==> src/rtl/dmem_arbiter.sv <==
// dmem_arbiter: two-master (CPU / loader) arbiter for a single data memory port.
// Each transaction runs IDLE -> ACCESS -> RESP, giving a fixed ack latency of two
// cycles after the request is sampled. PRIO_MODE selects round-robin (0) or
// fixed m0-first (1).
// Optional bus locking is compiled in with macro DMEM_ARB_LOCK_EN, which adds
// the m0_lock / m1_lock inputs; without it, lock behaves as tied low.
module dmem_arbiter #(
  parameter int unsigned PRIO_MODE = 0
) (
  input  logic        clock,
  input  logic        reset,
  input  logic        m0_req,
  input  logic [31:0] m0_addr,
  input  logic [31:0] m0_wdata,
  input  logic        m0_we,
  input  logic [1:0]  m0_size,
`ifdef DMEM_ARB_LOCK_EN
  input  logic        m0_lock,
  input  logic        m1_lock,
`endif
  output logic        m0_ack,
  output logic [31:0] m0_rdata,
  input  logic        m1_req,
  input  logic [31:0] m1_addr,
  input  logic [31:0] m1_wdata,
  input  logic        m1_we,
  input  logic [1:0]  m1_size,
  output logic        m1_ack,
  output logic [31:0] m1_rdata,
  output logic [31:0] mem_addr,
  output logic [31:0] mem_wdata,
  output logic [1:0]  mem_size,
  output logic        mem_re,
  output logic        mem_we,
  input  logic [31:0] mem_rdata,
  output logic        busy
);

  localparam int unsigned AW = 32;
  localparam int unsigned DW = 32;
  localparam int unsigned SW = 2;

  typedef struct packed {
    logic [AW-1:0] addr;
    logic [DW-1:0] wdata;
    logic          we;
    logic [SW-1:0] size;
  } txn_t;

  typedef enum logic [1:0] {
    IDLE   = 2'd0,
    ACCESS = 2'd1,
    RESP   = 2'd2
  } state_e;

  state_e        state_q, state_d;
  txn_t          hold_q, hold_d;
  logic [DW-1:0] rdata_q, rdata_d;
  logic          id_q, id_d;
  logic          ptr_q, ptr_d;
  logic          lock_act_q, lock_act_d;
  logic          ack0_q, ack0_d;
  logic          ack1_q, ack1_d;

  txn_t          m0_pkt_c, m1_pkt_c;
  logic          lock0_c, lock1_c;
  logic          elig0_c, elig1_c;
  logic          win_c;
  logic          access_c;

  // Lock inputs, tied low when the lock feature is not built
`ifdef DMEM_ARB_LOCK_EN
  assign lock0_c = m0_lock;
  assign lock1_c = m1_lock;
`else
  assign lock0_c = 1'b0;
  assign lock1_c = 1'b0;
`endif

  assign m0_pkt_c = {m0_addr, m0_wdata, m0_we, m0_size};
  assign m1_pkt_c = {m1_addr, m1_wdata, m1_we, m1_size};

  // While a lock is active only the current grantee is eligible
  assign elig0_c = m0_req && (!lock_act_q || !id_q);
  assign elig1_c = m1_req && (!lock_act_q || id_q);

  // Contention goes to m0 in fixed mode, else to the pointer; a lone requester always wins
  assign win_c = (elig0_c && elig1_c) ? ((PRIO_MODE != 0) ? 1'b0 : ptr_q) : !elig0_c;

  // Next-state and register-input decode
  always_comb begin
    state_d    = state_q;
    hold_d     = hold_q;
    rdata_d    = rdata_q;
    id_d       = id_q;
    ptr_d      = ptr_q;
    lock_act_d = lock_act_q;
    ack0_d     = 1'b0;
    ack1_d     = 1'b0;
    case (state_q)
      IDLE: begin
        if (elig0_c || elig1_c) begin
          id_d    = win_c;
          hold_d  = win_c ? m1_pkt_c : m0_pkt_c;
          state_d = ACCESS;
        end
      end
      ACCESS: begin
        rdata_d = mem_rdata;
        ack0_d  = !id_q;
        ack1_d  = id_q;
        state_d = RESP;
      end
      RESP: begin
        state_d = IDLE;
        if (id_q ? lock1_c : lock0_c) begin
          lock_act_d = 1'b1;
        end else begin
          lock_act_d = 1'b0;
          ptr_d      = !id_q;
        end
      end
      default: state_d = IDLE;
    endcase
  end

  // State and holding registers with synchronous active-low reset
  always_ff @(posedge clock) begin
    if (!reset) begin
      state_q    <= IDLE;
      hold_q     <= '0;
      rdata_q    <= '0;
      id_q       <= 1'b0;
      ptr_q      <= 1'b0;
      lock_act_q <= 1'b0;
      ack0_q     <= 1'b0;
      ack1_q     <= 1'b0;
    end else begin
      state_q    <= state_d;
      hold_q     <= hold_d;
      rdata_q    <= rdata_d;
      id_q       <= id_d;
      ptr_q      <= ptr_d;
      lock_act_q <= lock_act_d;
      ack0_q     <= ack0_d;
      ack1_q     <= ack1_d;
    end
  end

  // Memory strobes are gated by reset so an interrupted access never writes
  assign access_c  = (state_q == ACCESS);
  assign mem_re    = access_c && !hold_q.we && reset;
  assign mem_we    = access_c && hold_q.we && reset;
  assign mem_addr  = hold_q.addr;
  assign mem_wdata = hold_q.wdata;
  assign mem_size  = hold_q.size;

  assign m0_ack   = ack0_q;
  assign m1_ack   = ack1_q;
  assign m0_rdata = rdata_q;
  assign m1_rdata = rdata_q;
  assign busy     = (state_q != IDLE);

endmodule

==> config.mk <==
export PLATFORM = sky130hd
export DESIGN_NAME = dmem_arbiter
export DESIGN_NICKNAME = d
export VERILOG_FILES = /design/src/rtl/dmem_arbiter.sv
export SDC_FILE = /design/constraint.sdc
export NUM_CORES = 1
export LEC_CHECK = 0
export ABC_CLOCK_PERIOD_IN_PS = 3900
export BUFFER_PORTS_ARGS = -buffer_cell sky130_fd_sc_hd__clkbuf_2
export CAP_MARGIN = 20
export CELL_PAD_IN_SITES_DETAIL_PLACEMENT = 0
export CELL_PAD_IN_SITES_GLOBAL_PLACEMENT = 1
export CORE_ASPECT_RATIO = 0.6
export CORE_MARGIN = 5
export CORE_UTILIZATION = 32
export DETAILED_ROUTE_END_ITERATION = 10
export GPL_TIMING_DRIVEN = 1
export PLACE_DENSITY_LB_ADDON = 0.1
export SYNTH_ARGS = -nofsm -noshare
export SYNTH_HDL_FRONTEND = slang
export SYNTH_SLANG_ARGS = --single-unit
==> constraint.sdc <==
create_clock -name clock -period 3.9 [get_ports clock]
set_input_delay 0.39 -clock clock [delete_from_list [all_inputs] [get_ports clock]]
set_output_delay 0.39 -clock clock [all_outputs]
set_load 0.005 [all_outputs]
==> qor.yml, run 1 <==
placed_design:
  gp_congestion: 0.817
  dp.cells: 1008
  io_buffers: 304
  dp_hpwl_um: 12800
drt:
  wl_um: 17800
  ant_nets: 0
  route.detailed.drc: 0
  wl_met2_um: 8000
  top_layer: "met4"
  firstDrtPassIters: 4
  dr_wl_met3_um: 1810
  drtIter0Drc: 279
  m1WireLength_um: 7800
  num_vias: 4999
  vias_per_cell: 4.89
  routedWlPerCell_um: 17.4
critical_path:
  crit_family: "simple AND/OR/NAND/NOR gates"
  max_stage_delay_ns: 0.63
  critPathBufInv: 1
  worst-path-max-fanout: 17
  rrSetupSlack_ns: 1.82
  cpMaxStageDelayCell: "nor2b_2"
  setup.worst_path.start_class: "flip-flop"
  cp.arrival_ns: 1.85
  crit_path_end_kind: "output pin"
  path_class: "flip-flop to output pin"
  worstPathRequired_ns: 3.51
  cp_cell_sequence: "nor2b_2, nand2_1, nor2_1, clkbuf_2"
cts:
  clock_latency_ns: 0.35
  cts_max_level: 3
  cts_root_buf: "clkbuf_16"
  clock_path_buffers: 2
  clkSinkCount: 105
  postCtsSetupBuffers: 0
  cts_tree: "done"
  hold_buffers: 0
  path_clk_slew_ns: 0.08
  ctsResizeCount: 0
  numCtsBuffers: 9
logic_synthesis:
  yosysSeqAreaShare: 0.408
  syn_area_um2: 5150
  yosysUniqueCellTypes: 19
  synth-seq-cells: 105
  syn-instance-count: 643
  avgSynthCellArea_um2: 8.01
  yosysWarnings: 0
  syn_nets: 813
sta:
  tightestPinTransition_ns: 0.849
  fin_skew_ns: 0.0131
  maxSlewHeadroom: 0.434
  hold_viol_final: 0
  fin_setup_tns_ns: 0
  fin_crit_ns: 2.24
  report.final.slew_viol_count: 0
  min_period_over_period: 0.574
  setup_viol: 0
  rsz0062_at_grt: "false"
  fmax_mhz: 447
final_layout:
  regArea_um2: 2100
  post-route-util: 0.407
  syn2layout_area_growth_pct: 22.9
  final_cells: 1022
  fin_nets: 986
  multiInputGateArea_um2: 2080
  fill_cells: 1627
  drive_gt1_frac: 0.435
  insertedDiodeCount: 0
floorplan:
  die_area_um2: 18800
  io_pins: 305
  die_w_um: 174
  die_h_um: 108
  rows: 35
  core_area_um2: 15500
  start_util: 0.331
power_and_ir_drop:
  leakage_nw: 3.04
  power_density_nw_per_um2: 425
  ir_drop_mv: 0.186
global_route:
  antenna_found_initial: 0
  grt_pass1_wl_um: 26900
  grt_usage: 0.178
  gr-total-overflow: 0
  grt_max_degree: 71
  first_global_vias: 4765
min_path:
  hold_class: "primary input to flip-flop"
outcome:
  status: "finished, final reports clean"
flow_run:
  max_cap_violations: 0
==> final cells by class <==
type                       count  area share
clock buffer                  10      0.0377
clock inverter                 4     0.00474
inverter                       3     0.00198
multi-input combinational    382       0.328
sequential                   105       0.332
tap                          203      0.0401
timing repair buffer         315       0.255
==> worst paths after layout <==
check	from	endpoint	cells past startpoint
setup reg to reg	ptr_q$_SDFFE_PN0N_	mem_addr[20]$_SDFFE_PN0P_	4
hold / removal	mem_rdata[22]	m0_rdata[22]$_SDFFE_PN0N_	3
setup / recovery	state_q[0]$_SDFFE_PN0P_	mem_re	4
hold reg to reg	m0_rdata[1]$_SDFFE_PN0N_	m0_rdata[1]$_SDFFE_PN0N_	2
==> stage by stage <==
step | hold WS [ns] | total power [mW] | cell area, µm² | worst slack (ns)
6_report | 0.258 | 2.69 | 6330 | 1.66
5_1_grt | 0.248 | 2.85 | 6330 | 1.49
4_1_cts | 0.248 | 2.72 | 6330 | 1.62
3_5_place_dp | 0.463 | 1.87 | 6060 | 1.70
3_3_place_gp | 0.454 | 1.86 | 6040 | 1.59
2_1_floorplan | 0.422 | 1.69 | 5150 | 2.32
==> registers in the layout, summed over array words and instances, names as in the netlist, 2 cells and up <==
name and count:
state_q 2, mem_addr 32, mem_size 2, mem_wdata 32, m0_rdata 32
==> Yosys cell counts <==
library cell	instances	area, µm²
nor2b_1	2	12.5
and3_1	3	18.8
buf_2	8	40.0
nand2b_1	1	6.26
nand2_1	199	747
a21boi_2	1	11.3
dfxtp_1	105	2100
inv_1	3	11.3
buf_4	99	743
a211oi_1	2	15.0
a311oi_2	20	300
a311oi_1	47	412
a21bo_2	1	10.0
buf_6	3	33.8
nor2_1	4	15.0
and2_1	1	6.26
a21oi_1	100	500
clkbuf_1	43	161
or2_0	1	6.26
==> metal layers <==
metal,GRT usage,up-vias
li1,-,2447
met1,0.238,2303
met2,0.273,232
met3,0.0699,17
met4,0.0418,0
met5,0,-
==> cell usage in the layout, fill, tap and decap left out, drive strengths merged <==
master	Yosys	routed
clkbuf	43	314
nand2	199	199
dfxtp	105	105
a21oi	100	100
a311oi	67	67
buf	110	11
nor2	4	4
and3	3	3
clkinv	0	3
inv	3	3
a211oi	2	2
nor2b	2	2
a21bo	1	1
or2	1	1
and2	1	1
a21boi	1	1
nand2b	1	1
clkinvlp	0	1
==> cells by family after synthesis <==
| logic type | after synthesis | synth area share |
|---|---|---|
| and+or+nand+nor | 211 | 0.158 |
| AOI/OAI and AO/OA | 171 | 0.242 |
| buffers and inverters | 156 | 0.192 |
| DFF | 105 | 0.408 |
==> power breakdown <==
| group | internal [mW] | switching [mW] |
|---|---|---|
| sequential | 1.18 | 0.0649 |
| combinational | 0.263 | 0.333 |
| clock | 0.446 | 0.406 |
==> tightest hold or removal path: stages <==
cell and delay (ns):
clkbuf_2 0.08, nand2_1 0.04, a21oi_1 0.05
Power figures use the tool's default switching activity.
==> run 2: changes to the inputs <==
Settings changed: ABC_CLOCK_PERIOD_IN_PS 3900 to 1800, CORE_UTILIZATION 32 to 27.
Clock period 3.9 ns to 1.8 ns, I/O delays scaled along.
==> run 2 against run 1 <==
Non-clock buffer count is 1 higher. Power rose by 130%. Flip-flop and latch count did not move. Largest power group unchanged. Clock power increased by 150%. Worst setup slack lost 1.6 ns.
==> qor.yml, run 2 (synthesized netlist as in run 1, its figures left out) <==
critical_path:
  cp_cell_sequence: "nor2_4, and2_4, a311oi_2"
  worstPathRequired_ns: 1.98
  cpMaxStageDelayCell: "and2_4"
  rr_startpoint: "state_q[1]$_SDFFE_PN0P_"
  worst-path-max-fanout: 68
  rrSetupSlack_ns: 0.1
  critPathBufInv: 0
  cp.arrival_ns: 1.89
  cp-startpoint: "state_q[1]$_SDFFE_PN0P_"
  crit_family: "simple AND/OR/NAND/NOR gates"
  path_class: "flip-flop to flip-flop"
  crit_path_end_kind: "flip-flop"
  r2r-end: "mem_addr[25]$_SDFFE_PN0P_"
  setup.worst_path.start_class: "flip-flop"
  r2r.worst_path.cells: 3
  max_stage_delay_ns: 0.73
sta:
  maxSlewHeadroom: 0.358
  worst_slack_ns: 0.0972
  setup_viol: 0
  rsz0062_at_grt: "true"
  fin_crit_ns: 1.70
  hold_viol_final: 0
  min_period_over_period: 0.946
  fin_skew_ns: 0.0135
  fmax_mhz: 587
  report.final.slew_viol_count: 0
  tightestPinTransition_ns: 0.963
placed_design:
  dpl-instance-area_um2: 6200
  place_ws_ns: 0.101
  io_buffers: 304
  gp_congestion: 0.762
  dp_hpwl_um: 13300
  dp.cells: 1052
final_layout:
  insertedDiodeCount: 0
  final_area_um2: 6520
  final_common_cell: "clkbuf_2"
  fin_nets: 987
  drive_gt1_frac: 0.437
  layout_common_cells: "clkbuf_2, nand2_1, dfxtp_1"
  syn2layout_area_growth_pct: 26.6
  final_cells: 1068
power_and_ir_drop:
  p_comb_frac: 0.215
  intPower_mw: 4.32
  p_clk_frac: 0.344
  power_density_nw_per_um2: 938
  p_sw_mw: 1.80
  seq_power_share: 0.440
  switching_share: 0.295
  ir_drop_mv: 0.400
  leakage_nw: 3.10
drt:
  num_vias: 4957
  firstDrtPassIters: 4
  route.detailed.drc: 0
  ant_nets: 0
  drtIter0Drc: 180
  wl_um: 18500
  vias_per_cell: 4.64
  routedWlPerCell_um: 17.3
min_path:
  hold_path_end: "m0_rdata[25]$_SDFFE_PN0N_"
  whs_path_depth: 3
  hold_path.startpoint: "mem_rdata[25]"
  hold_class: "primary input to flip-flop"
global_route:
  antenna_found_initial: 1
  grt_usage: 0.159
  grt_max_degree: 71
  gr-total-overflow: 0
  grt_pass1_wl_um: 27700
  first_global_vias: 4903
cts:
  clock_path_buffers: 2
  path_clk_slew_ns: 0.08
  clock_latency_ns: 0.35
  cts_max_level: 3
  clkSinkCount: 105
  numCtsBuffers: 9
  cts_root_buf: "clkbuf_16"
  postCtsSetupBuffers: 0
  cts_tree: "done"
floorplan:
  die_h_um: 117
  start_util: 0.273
  io_pins: 305
  rows: 39
  die_area_um2: 22000
  die_w_um: 188
  core_area_um2: 18900
flow_run:
  max_cap_violations: 0
outcome:
  status: "finished, final reports clean"
-- run 2: cell types whose count changed in the layout (fill, tap and decap cells not counted), sizes merged --
| cell | delta |
|---|---|
| inv | +2 |
| clkinv | -2 |
| bufinv | +1 |
| buf | +1 |
| clkinvlp | -1 |
| clkbuf | +2 |
-- run 2: per-stage QoR --
| stage | utilization | hold slack (ns) | power (mW) | TNS, ns |
|---|---|---|---|---|
| 6_report | 0.345 | 0.0361 | 6.12 | 0 |
| 5_1_grt | 0.345 | 0.0322 | 6.46 | -0.0504 |
| 4_1_cts | 0.345 | 0.0170 | 6.23 | 0 |
| 3_5_place_dp | 0.328 | 0.411 | 4.09 | 0 |
| 3_3_place_gp | 0.328 | 0.404 | 4.07 | 0 |
| 2_1_floorplan | - | 0.309 | 3.67 | 0 |
-- run 2: worst max-delay path by stage --
| stage | endpoint | cells past startpoint |
|---|---|---|
| after global placement | mem_addr[2]$_SDFFE_PN0P_ | 3 |
| after floorplan | mem_addr[0]$_SDFFE_PN0P_ | 6 |
| after CTS | mem_addr[0]$_SDFFE_PN0P_ | 3 |
| final | mem_addr[25]$_SDFFE_PN0P_ | 3 |
| after global routing | mem_wdata[15]$_SDFFE_PN0P_ | 3 |
| after detailed placement | mem_addr[0]$_SDFFE_PN0P_ | 3 |
-- run 2: power by group through the flow --
stage | Combinational (mW) | Clock (mW) | Sequential (mW)
3_5_place_dp | 1.34 | 0 | 2.75
5_1_grt | 1.46 | 2.27 | 2.73
6_report | 1.32 | 2.11 | 2.70
3_3_place_gp | 1.32 | 0 | 2.74
2_1_floorplan | 0.964 | 0 | 2.71
4_1_cts | 1.34 | 2.19 | 2.70
-- run 2: repair_timing --
action	4_1_cts	5_1_grt
setup endpoints to repair	0	9
hold buffers	0	0
resized for setup	0	1
-- run 2: area by class of cell --
type / instances / area, µm²
sequential: 105 / 2100
inverter: 3 / 12.5
multi-input combinational: 382 / 2090
clock buffer: 12 / 256
tap: 246 / 308
timing repair buffer: 316 / 1700
fill: 2088 / 12400
clock inverter: 4 / 56.3
-- run 2: metal layers --
| metal | up-vias | wire [µm] | global-route usage |
|---|---|---|---|
| met5 | - | 20 | 0 |
| met4 | 2 | 214 | 0.0398 |
| met2 | 185 | 8150 | 0.247 |
| met1 | 2309 | 8480 | 0.210 |
| met3 | 18 | 1590 | 0.0640 |
| li1 | 2443 | - | - |
-- run 2: tightest hold or removal path: cells and delay by family --
kind	cells	cell delay, ns
buffers and inverters	1	0.08
AOI/OAI and AO/OA	1	0.05
and+or+nand+nor	1	0.04
==> run 3: changes to the inputs <==
Settings changed: BUFFER_PORTS_ARGS -buffer_cell sky130_fd_sc_hd__clkbuf_2 to -buffer_cell sky130_fd_sc_hd__buf_2, CORE_ASPECT_RATIO 0.6 to 0.75.
==> run 3 against run 2 <==
Clock power fell by 4%. Global-route usage fell by 0.51 points. Combinational power barely moved. Final cell count rose by 0.28%. Via count rose by 0.85%. Sequential share of layout area barely moved. Critical path depth rose by 1. Critical path type is now flip-flop to output pin. Design area barely moved. Utilization rose by 0.51 points. Largest cell class unchanged.
==> qor.yml, run 3 (synthesized netlist as in run 1, its figures left out) <==
sta:
  hold_ws_ns: 0.0634
  fin_setup_tns_ns: 0
  tightestPinTransition_ns: 0.535
  rsz0062_at_grt: "false"
  fin_crit_ns: 1.58
  fmax_mhz: 632
  report.final.slew_viol_count: 0
  hold_viol_final: 0
  setup_viol: 0
  maxSlewHeadroom: 0.643
  fin_skew_ns: 0.0106
  min_period_over_period: 0.879
power_and_ir_drop:
  power_density_nw_per_um2: 926
  switching_share: 0.292
  p_sw_mw: 1.77
  p_clk_frac: 0.337
  p_total_mw: 6.04
  leakage_nw: 3.14
  intPower_mw: 4.27
  ir_drop_mv: 0.388
  seq_power_share: 0.445
  p_comb_frac: 0.218
min_path:
  hold_path.startpoint: "mem_rdata[18]"
  hold_class: "primary input to flip-flop"
  whs_path_depth: 3
  hold_path_end: "m0_rdata[18]$_SDFFE_PN0N_"
critical_path:
  setup.worst_path.start_class: "flip-flop"
  rr_startpoint: "state_q[1]$_SDFFE_PN0P_"
  r2r.worst_path.cells: 4
  rrSetupSlack_ns: 0.38
  r2r-end: "mem_addr[8]$_SDFFE_PN0P_"
  worst-path-max-fanout: 51
  cp.arrival_ns: 1.40
  crit_path_end_kind: "output pin"
  worstPathRequired_ns: 1.62
  path_class: "flip-flop to output pin"
flow_run:
  max_cap_violations: 0
drt:
  routedWlPerCell_um: 16.8
  num_vias: 4999
  drtIter0Drc: 277
  ant_nets: 0
  wl_um: 17900
  route.detailed.drc: 0
  firstDrtPassIters: 5
  vias_per_cell: 4.67
cts:
  numCtsBuffers: 9
  postCtsSetupBuffers: 0
  cts_root_buf: "clkbuf_16"
  cts_max_level: 3
  clock_latency_ns: 0.35
  hold_buffers: 0
  path_clk_slew_ns: 0.07
  clock_path_buffers: 2
  clkSinkCount: 105
  cts_tree: "done"
  ctsResizeCount: 0
final_layout:
  layout_common_cells: "buf_2, nand2_1, dfxtp_1"
  syn2layout_area_growth_pct: 26.6
  final_cells: 1071
  insertedDiodeCount: 0
  final_area_um2: 6520
  drive_gt1_frac: 0.438
  final_common_cell: "buf_2"
  fin_nets: 989
placed_design:
  dp_hpwl_um: 12900
  dpl-instance-area_um2: 6220
  dp.cells: 1055
  io_buffers: 304
  gp_congestion: 0.837
floorplan:
  die_w_um: 170
  core_area_um2: 18600
  rows: 43
  start_util: 0.277
  die_h_um: 130
  io_pins: 305
  die_area_um2: 22000
global_route:
  grt_pass1_wl_um: 26900
  grt_max_degree: 69
  grt_usage: 0.154
  first_global_vias: 5033
  gr-total-overflow: 0
  antenna_found_initial: 0
outcome:
  status: "finished, final reports clean"
## run 3: critical path, stage by stage (launching register included)
cell	delay, ns
dfxtp_1	0.36
nor2_4	0.19
buf_12	0.27
inv_1	0.06
buf_2	0.13
## run 3: area by class of cell
class | count | area [µm²]
Inverter | 3 | 12.5
Multi-Input combinational cell | 382 | 2080
Tap cell | 247 | 309
Fill cell | 2012 | 12100
Sequential cell | 105 | 2100
Timing Repair Buffer | 318 | 1710
Clock inverter | 6 | 66.3
Clock buffer | 10 | 239
## run 3: worst max-delay path by stage
stage | from | to | slack (ns) | cells after the start
after CTS | state_q[1]$_SDFFE_PN0P_ | busy | 0.20 | 4
after floorplan | state_q[1]$_SDFFE_PN0P_ | mem_addr[0]$_SDFFE_PN0P_ | 0.38 | 6
after global routing | state_q[1]$_SDFFE_PN0P_ | busy | 0.13 | 4
final | state_q[1]$_SDFFE_PN0P_ | busy | 0.22 | 4
after detailed placement | m1_req | mem_wdata[14]$_SDFFE_PN0P_ | 0.34 | 5
after global placement | m1_req | mem_addr[12]$_SDFFE_PN0P_ | 0.37 | 5
## run 3: routing by layer
metal	up-vias	part of all wire	GRT usage
met4	0	0.012	0.0393
met5	-	0	0
met1	2328	0.43	0.191
met3	15	0.085	0.0491
met2	202	0.48	0.262
li1	2454	-	-
## run 3: power groups by stage
stage          Combinational (mW)  Sequential, mW  Clock (mW)
2_1_floorplan               0.964            2.71           0
3_3_place_gp                 1.33            2.74           0
3_5_place_dp                 1.34            2.74           0
4_1_cts                      1.34            2.69        2.13
5_1_grt                      1.46            2.72        2.20
6_report                     1.32            2.69        2.03
## run 3: through the flow
stage / utilization / worst slack (ns)
floorplan: - / 0.378
global route: 0.350 / 0.128
finish: 0.350 / 0.218
detailed placement: 0.334 / 0.344
CTS: 0.350 / 0.196
global placement: 0.334 / 0.369
